$ cat src/rtl/interval_timer_bank_pkg.sv
// Shared definitions for the interval timer bank: default widths, the layout of
// the per-channel mode word, and the channel-select width helper.
package interval_timer_bank_pkg;

    localparam int unsigned NCH_DEF   = 4;
    localparam int unsigned CNT_W_DEF = 16;
    localparam int unsigned PRE_W_DEF = 8;

    localparam int unsigned MODE_W          = 2;
    localparam int unsigned MODE_EN_BIT     = 0;
    localparam int unsigned MODE_ONESHOT_BIT = 1;

    // Select width needed to address n channels (never narrower than 1 bit).
    function automatic int unsigned ch_idx_w(input int unsigned n);
        return (n <= 1) ? 1 : $clog2(n);
    endfunction

endpackage

$ cat src/rtl/interval_timer_bank_if.sv
// Processor-side bus of the timer bank: prescaler, channel configuration,
// interrupt acknowledge and the fire/pending/count status returned.
interface interval_timer_bank_if
    import interval_timer_bank_pkg::*;
#(
    parameter int unsigned NCH   = NCH_DEF,
    parameter int unsigned CNT_W = CNT_W_DEF,
    parameter int unsigned PRE_W = PRE_W_DEF,
    parameter int unsigned CH_W  = ch_idx_w(NCH)
);
    logic [PRE_W-1:0] prescale;
    logic             cfg_we;
    logic [CH_W-1:0]  cfg_ch;
    logic [CNT_W-1:0] cfg_period;
    logic             cfg_en;
    logic             cfg_oneshot;
    logic [NCH-1:0]   ack;
    logic [NCH-1:0]   fire;
    logic [NCH-1:0]   pending;
    logic             irq_any;
    logic [CNT_W-1:0] rd_count;

    modport master (
        output prescale, cfg_we, cfg_ch, cfg_period, cfg_en, cfg_oneshot, ack,
        input  fire, pending, irq_any, rd_count
    );

    modport slave (
        input  prescale, cfg_we, cfg_ch, cfg_period, cfg_en, cfg_oneshot, ack,
        output fire, pending, irq_any, rd_count
    );

endinterface

$ cat src/rtl/interval_timer_bank_channel.sv
// One timer channel: period/mode registers, tick-driven counter, one-cycle
// fire pulse and sticky pending flag.
module timer_channel
    import interval_timer_bank_pkg::*;
#(
    parameter int unsigned CNT_W = CNT_W_DEF
) (
    input  logic              clk_25mhz,
    input  logic              rst,
    input  logic              i_we,
    input  logic              i_tick,
    input  logic [CNT_W-1:0]  i_period,
    input  logic [MODE_W-1:0] i_mode,
    input  logic              i_ack,
    output logic              o_fire,
    output logic              o_pending,
    output logic [CNT_W-1:0]  o_count
);
    logic [CNT_W-1:0]  r_cnt;
    logic [CNT_W-1:0]  r_period;
    logic [MODE_W-1:0] r_mode;
    logic              r_fire;
    logic              r_pending;
    logic              w_run;

    assign w_run = r_mode[MODE_EN_BIT] && i_tick && (r_period != '0);

    // Pending set is assigned after the ack clear so a coincident expiry wins.
    always_ff @(posedge clk_25mhz) begin
        if (rst) begin
            r_cnt     <= '0;
            r_period  <= '0;
            r_mode    <= '0;
            r_fire    <= 1'b0;
            r_pending <= 1'b0;
        end else begin
            r_fire <= 1'b0;
            if (i_ack) r_pending <= 1'b0;
            if (i_we) begin
                r_period <= i_period;
                r_mode   <= i_mode;
                r_cnt    <= '0;
            end else if (w_run && (r_cnt == r_period)) begin
                r_cnt     <= '0;
                r_fire    <= 1'b1;
                r_pending <= 1'b1;
                if (r_mode[MODE_ONESHOT_BIT]) r_mode[MODE_EN_BIT] <= 1'b0;
            end else if (w_run) begin
                r_cnt <= r_cnt + CNT_W'(1);
            end
        end
    end

    assign o_fire    = r_fire;
    assign o_pending = r_pending;
    assign o_count   = r_cnt;

endmodule

$ cat src/rtl/interval_timer_bank.sv
// Bank of NCH interval timers sharing one prescaler; holds the prescaler,
// configuration decode, ack fan-out, count read-back mux and interrupt OR.
module interval_timer_bank
    import interval_timer_bank_pkg::*;
#(
    parameter int unsigned NCH   = NCH_DEF,
    parameter int unsigned CNT_W = CNT_W_DEF,
    parameter int unsigned PRE_W = PRE_W_DEF,
    parameter int unsigned CH_W  = ch_idx_w(NCH)
) (
    input  logic                 clk_25mhz,
    input  logic                 rst,
    interval_timer_bank_if.slave bus
);
    logic [PRE_W-1:0]  r_pcnt;
    logic              w_tick;
    logic [MODE_W-1:0] w_mode;
    logic [NCH-1:0]    w_we;
    logic [NCH-1:0]    w_fire;
    logic [NCH-1:0]    w_pending;
    logic [CNT_W-1:0]  w_count [NCH];
    logic [CNT_W-1:0]  w_rd;

    // Equality compare means a prescale lowered below pcnt waits for the wrap.
    assign w_tick = (r_pcnt == bus.prescale);

    always_ff @(posedge clk_25mhz) begin
        if (rst || w_tick) r_pcnt <= '0;
        else               r_pcnt <= r_pcnt + PRE_W'(1);
    end

    always_comb begin
        w_mode                   = '0;
        w_mode[MODE_EN_BIT]      = bus.cfg_en;
        w_mode[MODE_ONESHOT_BIT] = bus.cfg_oneshot;
    end

    // Selects at or above NCH match no channel: writes drop, read-back is 0.
    always_comb begin
        w_we = '0;
        w_rd = '0;
        for (int unsigned i = 0; i < NCH; i++) begin
            if (bus.cfg_ch == CH_W'(i)) begin
                w_we[i] = bus.cfg_we;
                w_rd    = w_count[i];
            end
        end
    end

    for (genvar g = 0; g < NCH; g++) begin : g_ch
        timer_channel #(.CNT_W(CNT_W)) u_ch (
            .clk_25mhz (clk_25mhz),
            .rst       (rst),
            .i_we      (w_we[g]),
            .i_tick    (w_tick),
            .i_period  (bus.cfg_period),
            .i_mode    (w_mode),
            .i_ack     (bus.ack[g]),
            .o_fire    (w_fire[g]),
            .o_pending (w_pending[g]),
            .o_count   (w_count[g])
        );
    end

    assign bus.fire     = w_fire;
    assign bus.pending  = w_pending;
    assign bus.irq_any  = |w_pending;
    assign bus.rd_count = w_rd;

endmodule

$ cat src/flat_wrapper.sv
// flat-port wrapper written by rule: the top's interface ports become plain ports
module interval_timer_bank_flat import interval_timer_bank_pkg::*;
#(
    parameter int unsigned NCH   = NCH_DEF,
    parameter int unsigned CNT_W = CNT_W_DEF,
    parameter int unsigned PRE_W = PRE_W_DEF,
    parameter int unsigned CH_W  = ch_idx_w(NCH)
)
  (clk_25mhz, rst, bus_prescale, bus_cfg_we, bus_cfg_ch, bus_cfg_period, bus_cfg_en, bus_cfg_oneshot, bus_ack, bus_fire, bus_pending, bus_irq_any, bus_rd_count);
  interval_timer_bank_if #(.NCH(NCH), .CNT_W(CNT_W), .PRE_W(PRE_W), .CH_W(CH_W)) bus_i ();
  input  logic clk_25mhz;
  input  logic rst;
  input wire logic [$bits(bus_i.prescale)-1:0] bus_prescale;
  input wire logic [$bits(bus_i.cfg_we)-1:0] bus_cfg_we;
  input wire logic [$bits(bus_i.cfg_ch)-1:0] bus_cfg_ch;
  input wire logic [$bits(bus_i.cfg_period)-1:0] bus_cfg_period;
  input wire logic [$bits(bus_i.cfg_en)-1:0] bus_cfg_en;
  input wire logic [$bits(bus_i.cfg_oneshot)-1:0] bus_cfg_oneshot;
  input wire logic [$bits(bus_i.ack)-1:0] bus_ack;
  output wire logic [$bits(bus_i.fire)-1:0] bus_fire;
  output wire logic [$bits(bus_i.pending)-1:0] bus_pending;
  output wire logic [$bits(bus_i.irq_any)-1:0] bus_irq_any;
  output wire logic [$bits(bus_i.rd_count)-1:0] bus_rd_count;
  assign bus_i.prescale = bus_prescale;
  assign bus_i.cfg_we = bus_cfg_we;
  assign bus_i.cfg_ch = bus_cfg_ch;
  assign bus_i.cfg_period = bus_cfg_period;
  assign bus_i.cfg_en = bus_cfg_en;
  assign bus_i.cfg_oneshot = bus_cfg_oneshot;
  assign bus_i.ack = bus_ack;
  assign bus_fire = bus_i.fire;
  assign bus_pending = bus_i.pending;
  assign bus_irq_any = bus_i.irq_any;
  assign bus_rd_count = bus_i.rd_count;
  interval_timer_bank #(.NCH(NCH), .CNT_W(CNT_W), .PRE_W(PRE_W), .CH_W(CH_W)) u_core (.clk_25mhz(clk_25mhz), .rst(rst), .bus(bus_i));
endmodule
$ cat config.mk
export PLATFORM = sky130hd
export DESIGN_NAME = interval_timer_bank_flat
export DESIGN_NICKNAME = d
export VERILOG_FILES = /design/src/rtl/interval_timer_bank_pkg.sv /design/src/rtl/interval_timer_bank_if.sv /design/src/rtl/interval_timer_bank_channel.sv /design/src/rtl/interval_timer_bank.sv /design/src/flat_wrapper.sv
export SDC_FILE = /design/constraint.sdc
export NUM_CORES = 1
export LEC_CHECK = 0
export BUFFER_PORTS_ARGS = -buffer_cell sky130_fd_sc_hd__buf_4
export CORE_AREA = 2 2 119 121
export DETAILED_ROUTE_END_ITERATION = 12
export DIE_AREA = 0 0 121 123
export PLACE_DENSITY = 0.85
export SYNTH_ARGS = -nofsm -noshare
export SYNTH_HDL_FRONTEND = slang
export SYNTH_HIERARCHICAL = 1
export SYNTH_SLANG_ARGS = --single-unit
$ cat constraint.sdc
create_clock -name clk_25mhz -period 4.8 [get_ports clk_25mhz]
set_clock_uncertainty 0.1 [all_clocks]
set_input_delay 0.24 -clock clk_25mhz [delete_from_list [all_inputs] [get_ports clk_25mhz]]
set_output_delay 0.24 -clock clk_25mhz [all_outputs]
set_load 0.03 [all_outputs]
==> results.md <==
* Status: completed
* Unrepaired setup endpoints after global routing: no
* Final Instance Area at 0.00899 sq mm
* Layout area overhead at 12.9%
* Number of synthesized flops with an enable pin at 0
* Postcts setup bufs at 0
* Root buffer cell: clkbuf_16
* Overflow after GRT at 0
* Initial antenna violation count at 0
* Diode count at 0
* DR pass1 iterations at 6
* Placed inst area at 0.00839 sq mm
* CP endpoint kind: register
* Hold_ws at 18.7 ps
* Hold Crit Endpoint: u_core/g_ch[2].u_ch/r_period[1]$_SDFFE_PP0P_
* Sw frac at 23.1%
* Hold Crit Depth at 3
* Part of the power in registers at 45.5%
* Vias per cell at 6.04
* Async set-or-reset flop fraction in the synthesized netlist at 0%
* Min cycle time layout at 3130 ps
* Share of cells above drive strength 1 at 23.2%
* Synthesized cell area at 0.00796 sq mm
* DRT Wirelength at 21,200 microns
* DIE AREA at 0.0149 sq mm
* P_sw at 0.000666 W
* H-tree Lvls at 4
* Routability cong. at 0.927
* Largest net degree at the start of global routing at 70
* R2R Setup Slk at 1670 ps
* Worst r2r path cells at 7
* Gates resized, CTS repair at 0
* Num CTS Buffers at 17
* WL/cell at 20.6 microns
* Fin worst setup slack at 1670 ps
* GR Util All Layers at 29.4%
* DRT iter0 DRCs at 635
* Crit path launch type: register
* Port Buffers at 59
* FP Rows at 43
* YS warnings at 6
* DP HPWL at 14,600 microns
* Fmax achieved at 0.319 GHz
* Req. time, crit path at 5000 ps
* Chip width at 121 microns
* CTS tree: yes
* Leakage power at 3.44 nW
* Worst VDD drop at 0.253 mV
* Worst skew pair latency at 430 ps
* Synth top cells by count: dfxtp_1, nor2_1, xor2_1, mux2i_1, xnor2_1
* Final setup fails at 0
* Setup TNS at 0 ps
* Slew @ Worst Pin at 836 ps
* Fin crit share at 65.2%
* Bufs on Longest Clock Path at 2
* Post-synthesis register bit count at 152
* First-pass GRT wire length at 32,600 microns
* Setup Slack @ Placement at 1770 ps
* Initial core utilization at 58.5%
* Syn Nets at 832
* Most instantiated library cell after synthesis: dfxtp_1
* Syn Area/Cell at 10.1 sq um
* Synth top area cells: dfxtp_1, mux2i_1, xor2_1, xnor2_1, nor2_1
* Seq/Total Area, Yosys at 38.2%
* Mapped Cells at 792
* Core area at 0.0136 sq mm
* CP Class: register to register
* Reg-to-Reg Start: u_core/r_pcnt[6]$_SDFF_PP0_
* DRC viols at 0
* Final ANT Viol Nets at 0
* Cell area power density at 321 mW/mm^2
* Top FF cell, synth: dfxtp_1
* Clk slew on worst S/H paths at 60 ps
* Slew Limit Fails at 0
* Total Nets Final at 874
* Final core utilization at 66.0%
* Hold Buf Count CTS at 1
* Vert. Die Dim at 123 microns
* Worst-path fanout max at 19
* Yosys top cell area share at 38.2%
* Number of global-route vias before repair at 5,850
* Via count at 6,193
* Min-Delay Startpoint: bus_cfg_period[1]
* CP arrival at 3330 ps
* Clock sink count at 152
* Int Pwr at 0.00222 W
* Slew headroom at 44.3%
* Share of total power in the clock network at 46.5%
* Max Cap Viol at 0
* Final Hold Vio Count at 0
* Leading area contributor after synthesis: dfxtp_1
* Gate power share at 8.0%
* Hold WC Path Type: input port to register
* Critical R2R Capture: u_core/g_ch[2].u_ch/o_count[5]$_SDFFE_PP0P_
* Netlist cell types at 41
* Top Ports at 60
## worst max-delay path by stage
| stage | slack [ps] | to | from |
|---|---|---|---|
| global route | 1600 | u_core/g_ch[2].u_ch/o_count[4]$_SDFFE_PP0P_ | u_core/r_pcnt[4]$_SDFF_PP0_ |
| detailed placement | 1770 | u_core/g_ch[2].u_ch/o_count[5]$_SDFFE_PP0P_ | u_core/r_pcnt[4]$_SDFF_PP0_ |
| CTS | 1770 | u_core/g_ch[2].u_ch/o_count[5]$_SDFFE_PP0P_ | u_core/r_pcnt[4]$_SDFF_PP0_ |
| global placement | 1830 | u_core/g_ch[2].u_ch/o_count[3]$_SDFFE_PP0P_ | bus_prescale[6] |
| floorplan | 2470 | u_core/g_ch[0].u_ch/o_count[11]$_SDFFE_PP0P_ | u_core/r_pcnt[4]$_SDFF_PP0_ |
| finish | 1670 | u_core/g_ch[2].u_ch/o_count[5]$_SDFFE_PP0P_ | u_core/r_pcnt[6]$_SDFF_PP0_ |
## routing by layer
layer	global-route usage, %	vias to the layer above	share of wire (%)	wire length (microns)
li1	-	2849	-	-
met1	35.5	2907	39	8150
met2	45.4	335	46	9720
met3	9.36	102	9.6	2030
met4	18.2	0	6.0	1260
met5	2.08	-	0	0
## stage by stage
step	cells	power, W
2_1_floorplan	792	0.00150
3_3_place_gp	994	0.00155
3_5_place_dp	994	0.00156
4_1_cts	1025	0.00289
5_1_grt	1025	0.00297
6_report	1025	0.00288
## power groups by stage
stage | Sequential (W) | Clock, W | Combinational (W)
2_1_floorplan | 0.00133 | 0 | 0.000170
3_3_place_gp | 0.00134 | 0 | 0.000220
3_5_place_dp | 0.00134 | 0 | 0.000225
4_1_cts | 0.00131 | 0.00135 | 0.000229
5_1_grt | 0.00131 | 0.00141 | 0.000247
6_report | 0.00131 | 0.00134 | 0.000232
## placed cells by master, fill, tap and decap left out, drive strengths merged, types with 16 or more instances in the layout
| master | netlist | routed |
|---|---|---|
| nor2 | 145 | 145 |
| mux2i | 76 | 76 |
| xor2 | 78 | 78 |
| buf | 31 | 64 |
| xnor2 | 57 | 57 |
| nor3 | 32 | 32 |
| nand2 | 35 | 35 |
| nor4 | 54 | 54 |
| dfxtp | 152 | 152 |
| clkbuf | 11 | 22 |
| nand3 | 23 | 23 |
| mux4 | 16 | 16 |
## state kept, by name, indices dropped and copies added (netlist names)
name,cells
u_core/r_pcnt,8
u_core/g_ch.u_ch/o_count,64
u_core/g_ch.u_ch/r_period,64
u_core/g_ch.u_ch/r_mode,8
u_core/g_ch.u_ch/o_pending,4
u_core/g_ch.u_ch/o_fire,4
## cell type report
class / instances / area (sq um)
fill: 1002 / 4620
clock inverter: 8 / 123
tap: 180 / 225
multi-input combinational: 585 / 4590
clock buffer: 22 / 464
inverter: 13 / 48.8
sequential: 152 / 3040
timing repair buffer: 65 / 490
## critical path: stages, from the launching register on
cell	delay [ps]
dfxtp_1	340
xor2_1	190
nor4_4	510
and2_1	450
nand2_1	140
a41o_1	510
o21ai_4	630
nor2_1	110
## cell families (layout without fill, tap and decap cells)
| logic type | count (synthesis) | after routing | share of synthesized area [%] |
|---|---|---|---|
| AND/OR/NAND/NOR | 330 | 330 | 25.1 |
| flip-flops | 152 | 152 | 38.2 |
| XOR/XNOR | 135 | 135 | 14.8 |
| multiplexers | 92 | 92 | 14.1 |
| buffers and inverters | 55 | 108 | 4.21 |
| AO/OA/AOI/OAI | 23 | 23 | 2.75 |
| adder cells (fa/ha/maj) | 5 | 5 | 0.786 |
Power figures use the tool's default switching activity.
